===== src/rtl/color_pkg.sv =====
// color_pkg
//   Shared definitions for the colour run-length tracking path.
//   - Color_state      : one-bit colour as stored in records (Blue = 0, Red = 1)
//   - tracker_state_e  : run tracker FSM states
//   - CODE_BLUE/RED    : legal 2-bit codes from the upstream colour FSM
//   - code_is_legal    : true for the two legal codes
//   - code_to_color    : maps a legal code to its record colour
//   Record layout {color, len} is a packed struct declared in the tracker,
//   where COUNT_WIDTH is known.
package color_pkg;

  typedef enum logic {
    BLUE = 1'b0,
    RED  = 1'b1
  } Color_state;

  typedef enum logic {
    T_IDLE = 1'b0,
    T_RUN  = 1'b1
  } tracker_state_e;

  localparam logic [1:0] CODE_BLUE = 2'h1;
  localparam logic [1:0] CODE_RED  = 2'h2;

  function automatic logic code_is_legal(input logic [1:0] c);
    return (c == CODE_BLUE) || (c == CODE_RED);
  endfunction

  function automatic Color_state code_to_color(input logic [1:0] c);
    return (c == CODE_RED) ? RED : BLUE;
  endfunction

endpackage


===== src/rtl/color_rec_fifo.sv =====
// color_rec_fifo
//   DEPTH-entry synchronous FIFO for run records.
//   Ports:
//     clk, rst_n  : clock, asynchronous active-low reset
//     push        : write push_data at the tail (honoured when not full, or
//                   when full and a pop happens in the same cycle)
//     push_data   : record to write
//     pop         : remove the head record (ignored when empty)
//     head        : head record, read directly from storage
//     full, empty : occupancy flags
//     dropped     : push refused this cycle because the FIFO was full
//   Pointers carry one extra wrap bit so full and empty are distinguished by
//   comparing the MSBs of otherwise equal pointers.
module color_rec_fifo #(
  parameter int WIDTH = 9,
  parameter int DEPTH = 4
) (
  input  logic             clk,
  input  logic             rst_n,
  input  logic             push,
  input  logic [WIDTH-1:0] push_data,
  input  logic             pop,
  output logic [WIDTH-1:0] head,
  output logic             full,
  output logic             empty,
  output logic             dropped
);

  localparam int AW = $clog2(DEPTH);
  localparam logic [AW:0] PTR_ONE = {{AW{1'b0}}, 1'b1};

  logic [WIDTH-1:0] mem [DEPTH];
  logic [AW:0]      wr_ptr;
  logic [AW:0]      rd_ptr;
  logic             do_push;
  logic             do_pop;

  assign empty = (wr_ptr == rd_ptr);
  assign full  = (wr_ptr[AW] != rd_ptr[AW]) &&
                 (wr_ptr[AW-1:0] == rd_ptr[AW-1:0]);

  assign do_pop  = pop && !empty;
  // When full, a same-cycle pop frees the head slot, which is exactly the
  // slot the tail points at, so the write lands in the freed entry.
  assign do_push = push && (!full || do_pop);
  assign dropped = push && !do_push;

  assign head = mem[rd_ptr[AW-1:0]];

  always_ff @(posedge clk or negedge rst_n) begin
    if (!rst_n) begin
      wr_ptr <= '0;
      rd_ptr <= '0;
      // Storage is cleared so the head fields read zero out of reset.
      for (int i = 0; i < DEPTH; i++) begin
        mem[i] <= '0;
      end
    end else begin
      if (do_push) begin
        mem[wr_ptr[AW-1:0]] <= push_data;
        wr_ptr              <= wr_ptr + PTR_ONE;
      end
      if (do_pop) begin
        rd_ptr <= rd_ptr + PTR_ONE;
      end
    end
  end

endmodule


===== src/rtl/color_run_tracker.sv =====
// color_run_tracker
//   Compresses the per-cycle colour code stream into run-length records and
//   buffers them in a FIFO.
//   Ports:
//     clk, rst_n  : clock, asynchronous active-low reset
//     code_valid  : code is valid this cycle
//     code        : 2'h1 Blue, 2'h2 Red, others illegal
//     flush       : close the open run (only when code_valid = 0)
//     rec_valid   : FIFO head holds a record
//     rec_ready   : consumer takes the head record
//     rec_color   : head record colour (Blue 0, Red 1)
//     rec_len     : head record run length
//     overflow    : sticky, a record was dropped on a full FIFO
//     illegal     : sticky, an illegal code was seen
//   Handshake: a record transfers on every rising edge where rec_valid and
//   rec_ready are both 1; rec_color/rec_len hold steady while rec_valid = 1
//   and rec_ready = 0, and rec_valid never depends on rec_ready.
//   The FSM state is held in `state` (tracker_state_e) for observation.
module color_run_tracker
  import color_pkg::*;
#(
  parameter int COUNT_WIDTH = 8,
  parameter int DEPTH       = 4
) (
  input  logic                   clk,
  input  logic                   rst_n,
  input  logic                   code_valid,
  input  logic [1:0]             code,
  input  logic                   flush,
  output logic                   rec_valid,
  input  logic                   rec_ready,
  output logic                   rec_color,
  output logic [COUNT_WIDTH-1:0] rec_len,
  output logic                   overflow,
  output logic                   illegal
);

  typedef struct packed {
    Color_state             color;
    logic [COUNT_WIDTH-1:0] len;
  } rec_t;

  localparam logic [COUNT_WIDTH-1:0] LEN_MAX = '1;
  localparam logic [COUNT_WIDTH-1:0] LEN_ONE = {{(COUNT_WIDTH-1){1'b0}}, 1'b1};

  tracker_state_e         state;
  Color_state             cur_color;
  logic [COUNT_WIDTH-1:0] cur_len;

  logic       legal;
  logic       code_ok;
  Color_state new_color;
  logic       do_flush;
  logic       do_change;
  logic       push;
  logic       pop;
  rec_t       push_rec;
  rec_t       head_rec;
  logic       fifo_full;
  logic       fifo_empty;
  logic       fifo_dropped;

  assign legal     = code_is_legal(code);
  assign new_color = code_to_color(code);
  assign code_ok   = code_valid && legal;

  // A valid code always wins over flush, so flush only closes a run on an
  // idle code cycle.
  assign do_flush  = !code_valid && flush && (state == T_RUN);
  assign do_change = code_ok && (state == T_RUN) && (new_color != cur_color);
  assign push      = do_flush || do_change;
  assign push_rec  = '{color: cur_color, len: cur_len};

  assign rec_valid = !fifo_empty;
  assign pop       = rec_valid && rec_ready;
  assign rec_color = head_rec.color;
  assign rec_len   = head_rec.len;

  color_rec_fifo #(
    .WIDTH ($bits(rec_t)),
    .DEPTH (DEPTH)
  ) u_fifo (
    .clk       (clk),
    .rst_n     (rst_n),
    .push      (push),
    .push_data (push_rec),
    .pop       (pop),
    .head      (head_rec),
    .full      (fifo_full),
    .empty     (fifo_empty),
    .dropped   (fifo_dropped)
  );

  always_ff @(posedge clk or negedge rst_n) begin
    if (!rst_n) begin
      state     <= T_IDLE;
      cur_color <= BLUE;
      cur_len   <= '0;
      overflow  <= 1'b0;
      illegal   <= 1'b0;
    end else begin
      if (code_valid && !legal) begin
        illegal <= 1'b1;
      end
      // The run still restarts/closes even when its record is dropped.
      if (fifo_dropped) begin
        overflow <= 1'b1;
      end
      case (state)
        T_IDLE: begin
          if (code_ok) begin
            state     <= T_RUN;
            cur_color <= new_color;
            cur_len   <= LEN_ONE;
          end
        end
        T_RUN: begin
          if (code_ok) begin
            if (new_color != cur_color) begin
              cur_color <= new_color;
              cur_len   <= LEN_ONE;
            end else if (cur_len != LEN_MAX) begin
              cur_len <= cur_len + LEN_ONE;
            end
          end else if (do_flush) begin
            state   <= T_IDLE;
            cur_len <= '0;
          end
        end
        default: state <= T_IDLE;
      endcase
    end
  end

  // fifo_full is folded into fifo_dropped; kept for observation.
  logic unused_full;
  assign unused_full = fifo_full;

endmodule


===== config.mk =====
export PLATFORM = sky130hd
export DESIGN_NAME = color_run_tracker
export DESIGN_NICKNAME = d
export VERILOG_FILES = /design/src/rtl/color_pkg.sv /design/src/rtl/color_rec_fifo.sv /design/src/rtl/color_run_tracker.sv
export SDC_FILE = /design/constraint.sdc
export NUM_CORES = 1
export LEC_CHECK = 0
export BUFFER_PORTS_ARGS = -buffer_cell sky130_fd_sc_hd__buf_2
export CAP_MARGIN = 20
export CORE_MARGIN = 5
export CORE_UTILIZATION = 35
export CTS_BUF_LIST = sky130_fd_sc_hd__clkbuf_16
export CTS_CLUSTER_SIZE = 12
export DETAILED_ROUTE_END_ITERATION = 10
export GPL_ROUTABILITY_DRIVEN = 0
export PLACE_DENSITY = 0.56
export SLEW_MARGIN = 0
export SYNTH_ARGS = -nofsm -noshare
export SYNTH_HDL_FRONTEND = slang
export SYNTH_SLANG_ARGS = --single-unit

===== constraint.sdc =====
create_clock -name clk -period 3.7 [get_ports clk]
set_input_delay 0.925 -clock clk [delete_from_list [all_inputs] [get_ports clk]]
set_output_delay 0.925 -clock clk [all_outputs]
set_load 0.02 [all_outputs]

### After elaboration in Yosys (flattened, before gate mapping)

Index checks and enable logic that the tools add are counted.

| cells by class | value |
|---|---|
| eq/ne operators | 12 |
| multiplexer cells | 21 |
| add/sub/neg operators | 3 |
| reduce and logical (&&, ||, !) cells | 22 |
| $lt $le $gt $ge | 3 |
| bitwise operators | 3 |

Operator list:

| kind | number |
|---|---|
| $mux 8 | 5 |
| $bwmux 36 | 1 |
| $mux 9 | 3 |
| $bmux 9 s2 | 1 |
| $demux 9 s2 | 1 |
| $pmux 8 s2 | 1 |
| $logic_and 1x1->1 | 12 |
| $add 8x1->8 const B | 1 |
| $ne 8x8->1 const B | 1 |
| $mux 1 | 7 |
| $add 3x1->3 const B | 2 |
| $ge 3x3->1 const B | 2 |
| $not 2->3 | 2 |
| $reduce_and 3->1 | 2 |
| $logic_not 1->1 | 5 |
| $ne 2x1->1 const B | 2 |
| $ne 4x2->1 const B | 1 |
| $pmux 1 s2 | 2 |
| $eq 3x3->1 | 1 |
| $logic_or 1x1->1 | 3 |
| $lt 3x1->1 const B | 1 |
| $ne 3x1->1 const B | 1 |
| $eq 2x1->1 const B | 1 |
| $eq 2x2->1 | 1 |
| 4 further kinds | 5 |

| storage, ports and cells | value |
|---|---|
| register bits after elaboration | 54 |
| word-level logic and storage cells | 75 |
| input port bits | 7 |
| output and inout port bits | 12 |

### Depth between registers and ports, before layout

Gate-level depths: netlist of run 1.

| logic depth | value |
|---|---|
| depth in word-level cells | 9 |
| depth in mapped cells | 7 |
| gate-level depth less buffers | 6 |

### By module

Synthesis of run 1 repeated with hierarchy kept, for this count alone.

| unflattened totals | value |
|---|---|
| cells, all modules | 197 |
| area total of the unflattened synthesis | 2760.1 um^2 |

Modules (own cells, without submodules):

| module | sequential area each (um^2) | cells each | times used | area an instance (um^2) |
|---|---|---|---|---|
| color_rec_fifo | 1051.0 | 127 | 1 | 2057.0 |
| color_run_tracker | 300.3 | 70 | 1 | 703.2 |

### Worst setup path before layout of run 1

No wires, ideal clock.

| path | value |
|---|---|
| path type | input-to-reg |
| from | in code[0] |
| to | reg u_fifo.mem[10] (netlist name) |
| library setup time | 0.125 ns |
| data arrival time | 2.402 ns |
| data required time | 3.575 ns |
| stages | 7 |
| path buffers | 1 |
| path slack | 1.173 ns |
| cells stage by stage | inv_1 -> ha_1 -> and2b_1 -> a31oi_2 -> nor3b_1 -> buf_6 -> mux2_2 |

| between the ends | value |
|---|---|
| longest elaborated chain between the ends | 7 |
| elaborated cells on any way between the ends | 10 |
| classes of those cells | eq/ne: 3; mux: 1; reduce/logical: 6 |

Ends and longest elaborated chain:

| element | RTL line | RTL |
|---|---|---|
| start: declaration | color_run_tracker.sv:28 | `input logic [1:0] code,` |
| $eq 2x1->1 / $eq 2x2->1 (equally long branches) | color_pkg.sv:26, color_pkg.sv:30 |  |
| $logic_or 1x1->1 | color_pkg.sv:26 | `return (c == CODE_BLUE) \|\| (c == CODE_RED);` |
| $logic_and 1x1->1 | color_run_tracker.sv:65 | `assign code_ok = code_valid && legal;` |
| $logic_and 1x1->1 | color_run_tracker.sv:70 | `assign do_change = code_ok && (state == T_RUN) && (new_color != cur_color);` |
| $logic_and 1x1->1 (*) | color_run_tracker.sv:70 |  |
| $logic_or 1x1->1 (*) | color_run_tracker.sv:71 | `assign push = do_flush \|\| do_change;` |
| $logic_and 1x1->1 (*) | color_rec_fifo.sv:45 | `assign do_push = push && (!full \|\| do_pop);` |
| end signal: indexed assignment | color_rec_fifo.sv:60 | `mem[wr_ptr[AW-1:0]] <= push_data;` |
| end: declaration | color_rec_fifo.sv:32 | `logic [WIDTH-1:0] mem [DEPTH];` |

Every way passes the cells marked *; elsewhere a longest branch is shown, timed or not.
A chain may end at the register's enable or synchronous reset.

### Worst setup path after layout of run 1

| path | value |
|---|---|
| from | reg u_fifo.rd_ptr[0] |
| to | out rec_valid |

| between the ends | value |
|---|---|
| longest elaborated chain between the ends | 2 |

Ends and longest elaborated chain:

| element | RTL line | RTL |
|---|---|---|
| start: declaration | color_rec_fifo.sv:34 | `logic [AW:0] rd_ptr;` |
| start signal: assignment | color_rec_fifo.sv:64 | `rd_ptr <= rd_ptr + PTR_ONE;` |
| $eq 3x3->1 | color_rec_fifo.sv:38 | `assign empty = (wr_ptr == rd_ptr);` |
| $logic_not 1->1 | color_run_tracker.sv:74 | `assign rec_valid = !fifo_empty;` |
| end: declaration | color_run_tracker.sv:30 | `output logic rec_valid,` |

No other way between the ends.

==> flow_summary.ini, run 1 <==
[die]
core_area_mm2 = 0.00725
fp.dieArea_mm2 = 0.00930
io_pins = 19
die_h_um = 96.4
std_cell_rows = 31
start_util_pct = 36.0
dieWidth_um = 96.4

[drt]
vias = 1552
drt_first_pass_iters = 4
ant_nets = 0
drcViolationCount = 0
routed_wl_um = 4920
wl_per_cell_um = 15.7
drt_iter0_drc = 31
avgViaCountPerCell = 4.96

[outcome]
outcome = complete, no violations

[synth]
syn_inst = 193
yosysUniqueCellTypes = 36
synth_top_family_by_area = multiplexers
yosys_warnings = 0
synth_top_area_share_pct = 51.7
synth_edf_count = 0
synth.most_common_cell = dfrtp_1
ys_seq_area_share_pct = 51.7
synth_commonest_cells = 54 x dfrtp_1, 38 x mux2_2, 10 x a21oi_1, 10 x inv_1, 9 x mux4_2
yosys_most_used_dff = dfrtp_1
synth_mux_area_share_pct = 24.5
synth_area_leaders = dfrtp_1 52%, mux2_2 16%, mux4_2 7.8%
netlist_area_mm2 = 0.00261
yosys.area_share.simple_pct = 7.32
yosys_register_bits = 54
synth_xor_xnor_area_share_pct = 2.68
async_flop_share_pct = 100
avgSynthCellArea_um2 = 13.5
synth_fa_ha_area_share_pct = 3.35
syn_nets = 207
synth_top_cell_by_area = dfrtp_1
synth_compound_area_share_pct = 6.22

[timing]
setup-tns-final_ns = 0
fin_skew_ns = 0.00673
max_clock_freq_mhz = 332
maxSlewViolCount = 0
fin_ws_ns = 0.686
tightest_slew_ns = 0.780
slew_headroom_pct = 48.0
min_period_over_period_pct = 81.5
min_period_ns = 3.01
grt_setup_unrepaired = false
hold_viol_final = 0
finalSetupViolCount = 0

[worst_hold_path]
min_path_type = reg2reg

[power_and_ir_drop]
power_frac_seq_pct = 45.0
internal_power_w = 0.00131
p_comb_share_pct = 27.5
p_per_area_mw_per_mm2 = 645
ir_worst_vdd_mv = 0.225
switchingPower_w = 0.000606
power.total_w = 0.00191
clock_power_share_pct = 27.5
switching_share_pct = 31.7
leakagePower_nw = 1.38

[clocking]
worstSkewPairLatency_ns = 0.29
postCtsSetupBuffers = 0
cts_made_buffers = 5
ctsHoldBuffers = 0
clock-sinks = 54
cts_max_level = 2
cts_root_buffer = clkbuf_16
clk_pin_slew_ns = 0.07
cts_tree = built
cts_resized = 0
cts_buffer_depth = 2

[place]
dp_hpwl_um = 3360
place_ws_ns = 0.882
numPortBuffers = 18

[worst_setup_path]
crit_path_start_kind = register
critPathKind = reg2out
cp.required_ns = 2.77
crit_path_max_fanout = 12
worstPathArrival_ns = 2.09
cp-end-kind = output port

[run]
max_cap_viol_count = 0

[grt]
overflow = 0
track_usage_pct = 11.8
antenna_found_initial = 0
grt_pass1_wl_um = 8220
grt_max_degree = 55
grt_pass1_vias = 1590

[finish]
syn2layout_area_growth_pct = 13.5
nets = 227
diodes = 0
drive_gt1_share_pct = 39.3
-- cells by family after synthesis --
| family | Yosys count |
|---|---|
| and+or+nand+nor | 31 |
| AOI/OAI and AO/OA | 24 |
| adders and majority gates | 7 |
| muxes | 48 |
| xor gates and xnor gates | 8 |
| DFF | 54 |
| buffers and inverters | 21 |
-- power by group through the flow --
stage / Combinational (W) / Sequential [W] / Clock [W]
2_1_floorplan: 0.000476 / 0.000782 / 0
3_3_place_gp: 0.000530 / 0.000877 / 0
3_5_place_dp: 0.000534 / 0.000880 / 0
4_1_cts: 0.000536 / 0.000869 / 0.000539
5_1_grt: 0.000585 / 0.000886 / 0.000558
6_report: 0.000526 / 0.000861 / 0.000527
-- flip-flops by register name, summed over array words and instances (netlist names) --
name / cells
u_fifo.mem: 36
cur_len: 8
u_fifo.rd_ptr: 3
u_fifo.wr_ptr: 3
cur_color: 1
illegal: 1
overflow: 1
state: 1
-- critical path, cell delays in order (launching register included) --
cell     delay (ns)
dfrtp_1        0.85
xor2_1         0.25
or3b_2         0.53
buf_2          0.18
-- cell type report --
class | instances | area, um2
inverters | 10 | 37.5
repair buffers | 24 | 135
multi-input cells | 118 | 1150
clock inverters | 3 | 41.3
clock buffers | 5 | 125
flip-flops and latches | 54 | 1350
fillers | 699 | 4290
well taps | 99 | 124
-- cell usage in the layout, fill, tap and decap left out, types with 5 or more instances in the layout --
| master | synthesis | layout |
|---|---|---|
| buf_2 | 1 | 18 |
| a21oi_1 | 10 | 10 |
| mux2_2 | 38 | 38 |
| inv_1 | 10 | 11 |
| mux4_2 | 9 | 9 |
| clkbuf_16 | 0 | 5 |
| dfrtp_1 | 54 | 54 |
| buf_4 | 0 | 6 |
| ha_1 | 7 | 7 |
| nand2_1 | 7 | 7 |
-- per-stage QoR --
step	cell area, um2	std cells	hold slack [ns]	utilization [%]
2_1_floorplan	2610	193	0.462	-
3_3_place_gp	2800	305	0.441	38.6
3_5_place_dp	2800	305	0.440	38.6
4_1_cts	2970	313	0.456	40.9
5_1_grt	2970	313	0.469	40.9
6_report	2970	313	0.452	40.9
-- worst paths after layout --
check                                       from        endpoint  slack [ns]  cells past startpoint
worst max-delay path            u_fifo.rd_ptr[0]       rec_valid        0.69                      3
worst min-delay path                     illegal         illegal        0.45                      1
worst max register to register  u_fifo.rd_ptr[0]  u_fifo.mem[20]        1.47                      5
worst min register to register           illegal         illegal        0.45                      1
max in group asynchronous                  rst_n         illegal        2.49                      2
min in group asynchronous                  rst_n  u_fifo.mem[34]        0.76                      2
-- layer usage --
metal	GRT usage [%]	share of wire (%)	vias up
met1	16.2	47	800
met3	2.94	2.7	4
met2	18.5	49	12
met5	0	0	-
met4	3.62	1.1	0
li1	-	-	736
Power figures use the tool's default switching activity.
==> inputs of run 2 (changes only) <==
--- a/config.mk
+++ b/config.mk
@@ -5,6 +5,7 @@
 export SDC_FILE = /design/constraint.sdc
 export NUM_CORES = 1
 export LEC_CHECK = 0
+export ABC_AREA = 1
 export BUFFER_PORTS_ARGS = -buffer_cell sky130_fd_sc_hd__buf_2
 export CAP_MARGIN = 20
 export CORE_MARGIN = 5
@@ -13,7 +14,7 @@
 export CTS_CLUSTER_SIZE = 12
 export DETAILED_ROUTE_END_ITERATION = 10
 export GPL_ROUTABILITY_DRIVEN = 0
-export PLACE_DENSITY = 0.56
+export PLACE_DENSITY = 0.58
 export SLEW_MARGIN = 0
 export SYNTH_ARGS = -nofsm -noshare
 export SYNTH_HDL_FRONTEND = slang
==> constraint.sdc (replaced) <==
create_clock -name clk -period 2.76 [get_ports clk]
set_input_delay 0.69 -clock clk [delete_from_list [all_inputs] [get_ports clk]]
set_output_delay 0.69 -clock clk [all_outputs]
set_load 0.02 [all_outputs]
==> run 2 against run 1 <==
Compared with the run above:
- count of clock-buffer cells in the layout did not move
- worst hold slack better by 0.0070 ns
- via count rose by 60%
- synthesized cell count is 88% higher
- critical endpoint is now rec_len[5]
- largest cell class is now multi-input gates
- largest power group is now combinational logic
==> flow_summary.ini, run 2 <==
[timing]
maxSlewViolCount = 0
hold_viol_final = 0
finalSetupViolCount = 0
hold_slack_ns = 0.459
max_clock_freq_mhz = 416
fin_ws_ns = 0.354
fin_skew_ns = 0.00997
slew_headroom_pct = 52.8
min_period_ns = 2.41
setup-tns-final_ns = 0
grt_setup_unrepaired = false
tightest_slew_ns = 0.708
min_period_over_period_pct = 87.2

[drt]
drcViolationCount = 0
vias = 2484
drt_iter0_drc = 195
routed_wl_um = 7030
avgViaCountPerCell = 5.24
wl_per_cell_um = 14.8
ant_nets = 0
drt_first_pass_iters = 4

[grt]
track_usage_pct = 14.5
overflow = 0
grt_pass1_wl_um = 12000
grt_max_degree = 55
antenna_found_initial = 0
grt_pass1_vias = 2410

[die]
core_area_mm2 = 0.00826
dieWidth_um = 102
std_cell_rows = 33
die_h_um = 102
fp.dieArea_mm2 = 0.0105
io_pins = 19
start_util_pct = 36.3

[worst_setup_path]
crit_path_max_fanout = 15
path_cells = buf_4, o21ai_0, o22ai_1, buf_2
slowest_delay_ns = 0.55
cp-end-kind = output port
path_buf_inv = 2
crit_family = flip-flops
critPathKind = reg2out
worstPathArrival_ns = 1.72
crit_path_start_kind = register
cp.required_ns = 2.07
slowest_stage = dfrtp_1

[synth]
synth_area_leaders = dfrtp_1 45%, nand2_1 14%, nand4_1 7.9%
yosysUniqueCellTypes = 31
synth_top_area_share_pct = 45.1
avgSynthCellArea_um2 = 8.25
synth_edf_count = 0
netlist_area_mm2 = 0.00299
synth_commonest_cells = 114 x nand2_1, 54 x dfrtp_1, 38 x nand4_1
async_flop_share_pct = 100
synth.most_common_cell = nand2_1
ys_seq_area_share_pct = 45.1
syn_nets = 377
yosys_warnings = 0
yosys_most_used_dff = dfrtp_1
yosys_register_bits = 54
synth_top_cell_by_area = dfrtp_1
syn_inst = 363

[place]
dp_hpwl_um = 4770
numPortBuffers = 18
dpl-instance-area_mm2 = 0.00308
place_ws_ns = 0.491

[finish]
nets = 382
reg_top3 = u_fifo.mem: 36 flops, cur_len: 8 flops
final_area_mm2 = 0.00322
layout_commonest_cell = nand2_1
syn2layout_area_growth_pct = 7.52
drive_gt1_share_pct = 12.7
largest_reg_flops = 36
diodes = 0
top_register = u_fifo.mem
layout_common_cells = 114 x nand2_1, 54 x dfrtp_1, 38 x nand4_1, 29 x nor2_1, 27 x o21ai_0

[power_and_ir_drop]
power.total_w = 0.00295
p_per_area_mw_per_mm2 = 917
ir_worst_vdd_mv = 0.276
leakagePower_nw = 1.61

[run]
max_cap_viol_count = 0

[clocking]
clk_pin_slew_ns = 0.07
clock-sinks = 54
worstSkewPairLatency_ns = 0.29
cts_resized = 0
cts_made_buffers = 5
cts_buffer_depth = 2
postCtsSetupBuffers = 0
ctsHoldBuffers = 0
cts_tree = built
cts_root_buffer = clkbuf_16
cts_max_level = 2

[outcome]
outcome = complete, no violations

[worst_hold_path]
min_path_type = reg2reg
[run 2: path summary, 6_finish.rpt]
path	slack (ns)	end	start	cells past startpoint
min in group asynchronous	0.50	u_fifo.rd_ptr[0]	rst_n	2
worst min-delay path	0.46	illegal	illegal	1
max in group asynchronous	1.75	cur_len[5]	rst_n	2
worst min register to register	0.46	illegal	illegal	1
worst max-delay path	0.35	rec_len[5]	u_fifo.rd_ptr[0]	4
worst max register to register	0.95	cur_len[1]	cur_len[0]	6
[run 2: cell families after synthesis]
kind of cell             after synthesis  synth area share, %
AO/OA/AOI/OAI                         43                 8.53
XOR/XNOR                               5                 1.46
adder cells (fa/ha/maj)                7                 2.93
buffers and inverters                 44                 8.69
flip-flops                            54                 45.1
AND/OR/NAND/NOR                      210                 33.3
[run 2: power breakdown]
part	leakage (nW)	switching (W)	total (W)	internal, W
Combinational	0.813	0.000855	0.00125	0.000397
Clock	0.0750	0.000283	0.000617	0.000334
Sequential	0.724	0.000155	0.00108	0.000927
[run 2: area by class of cell]
| class | instances | area (um2) |
|---|---|---|
| clock inverters | 3 | 17.5 |
| clock buffers | 5 | 125 |
| fillers | 831 | 5040 |
| inverters | 19 | 71.3 |
| flip-flops and latches | 54 | 1350 |
| well taps | 105 | 131 |
| repair buffers | 23 | 140 |
| multi-input cells | 265 | 1380 |
[run 2: per-stage QoR]
step                      utilization, %  cells
after floorplan                        -    363
after global placement              37.3    466
after detailed placement            37.3    466
after CTS                           39.0    474
after global routing                39.0    474
final                               39.0    474
[run 2: routing by layer]
metal  share of wire, %  vias to the layer above  GRT usage, %
li1                   -                     1226             -
met1                 48                     1180          21.0
met2                 45                       72          21.6
met3                6.0                        6          3.32
met4                1.1                        0          4.24
met5                  0                        -             0
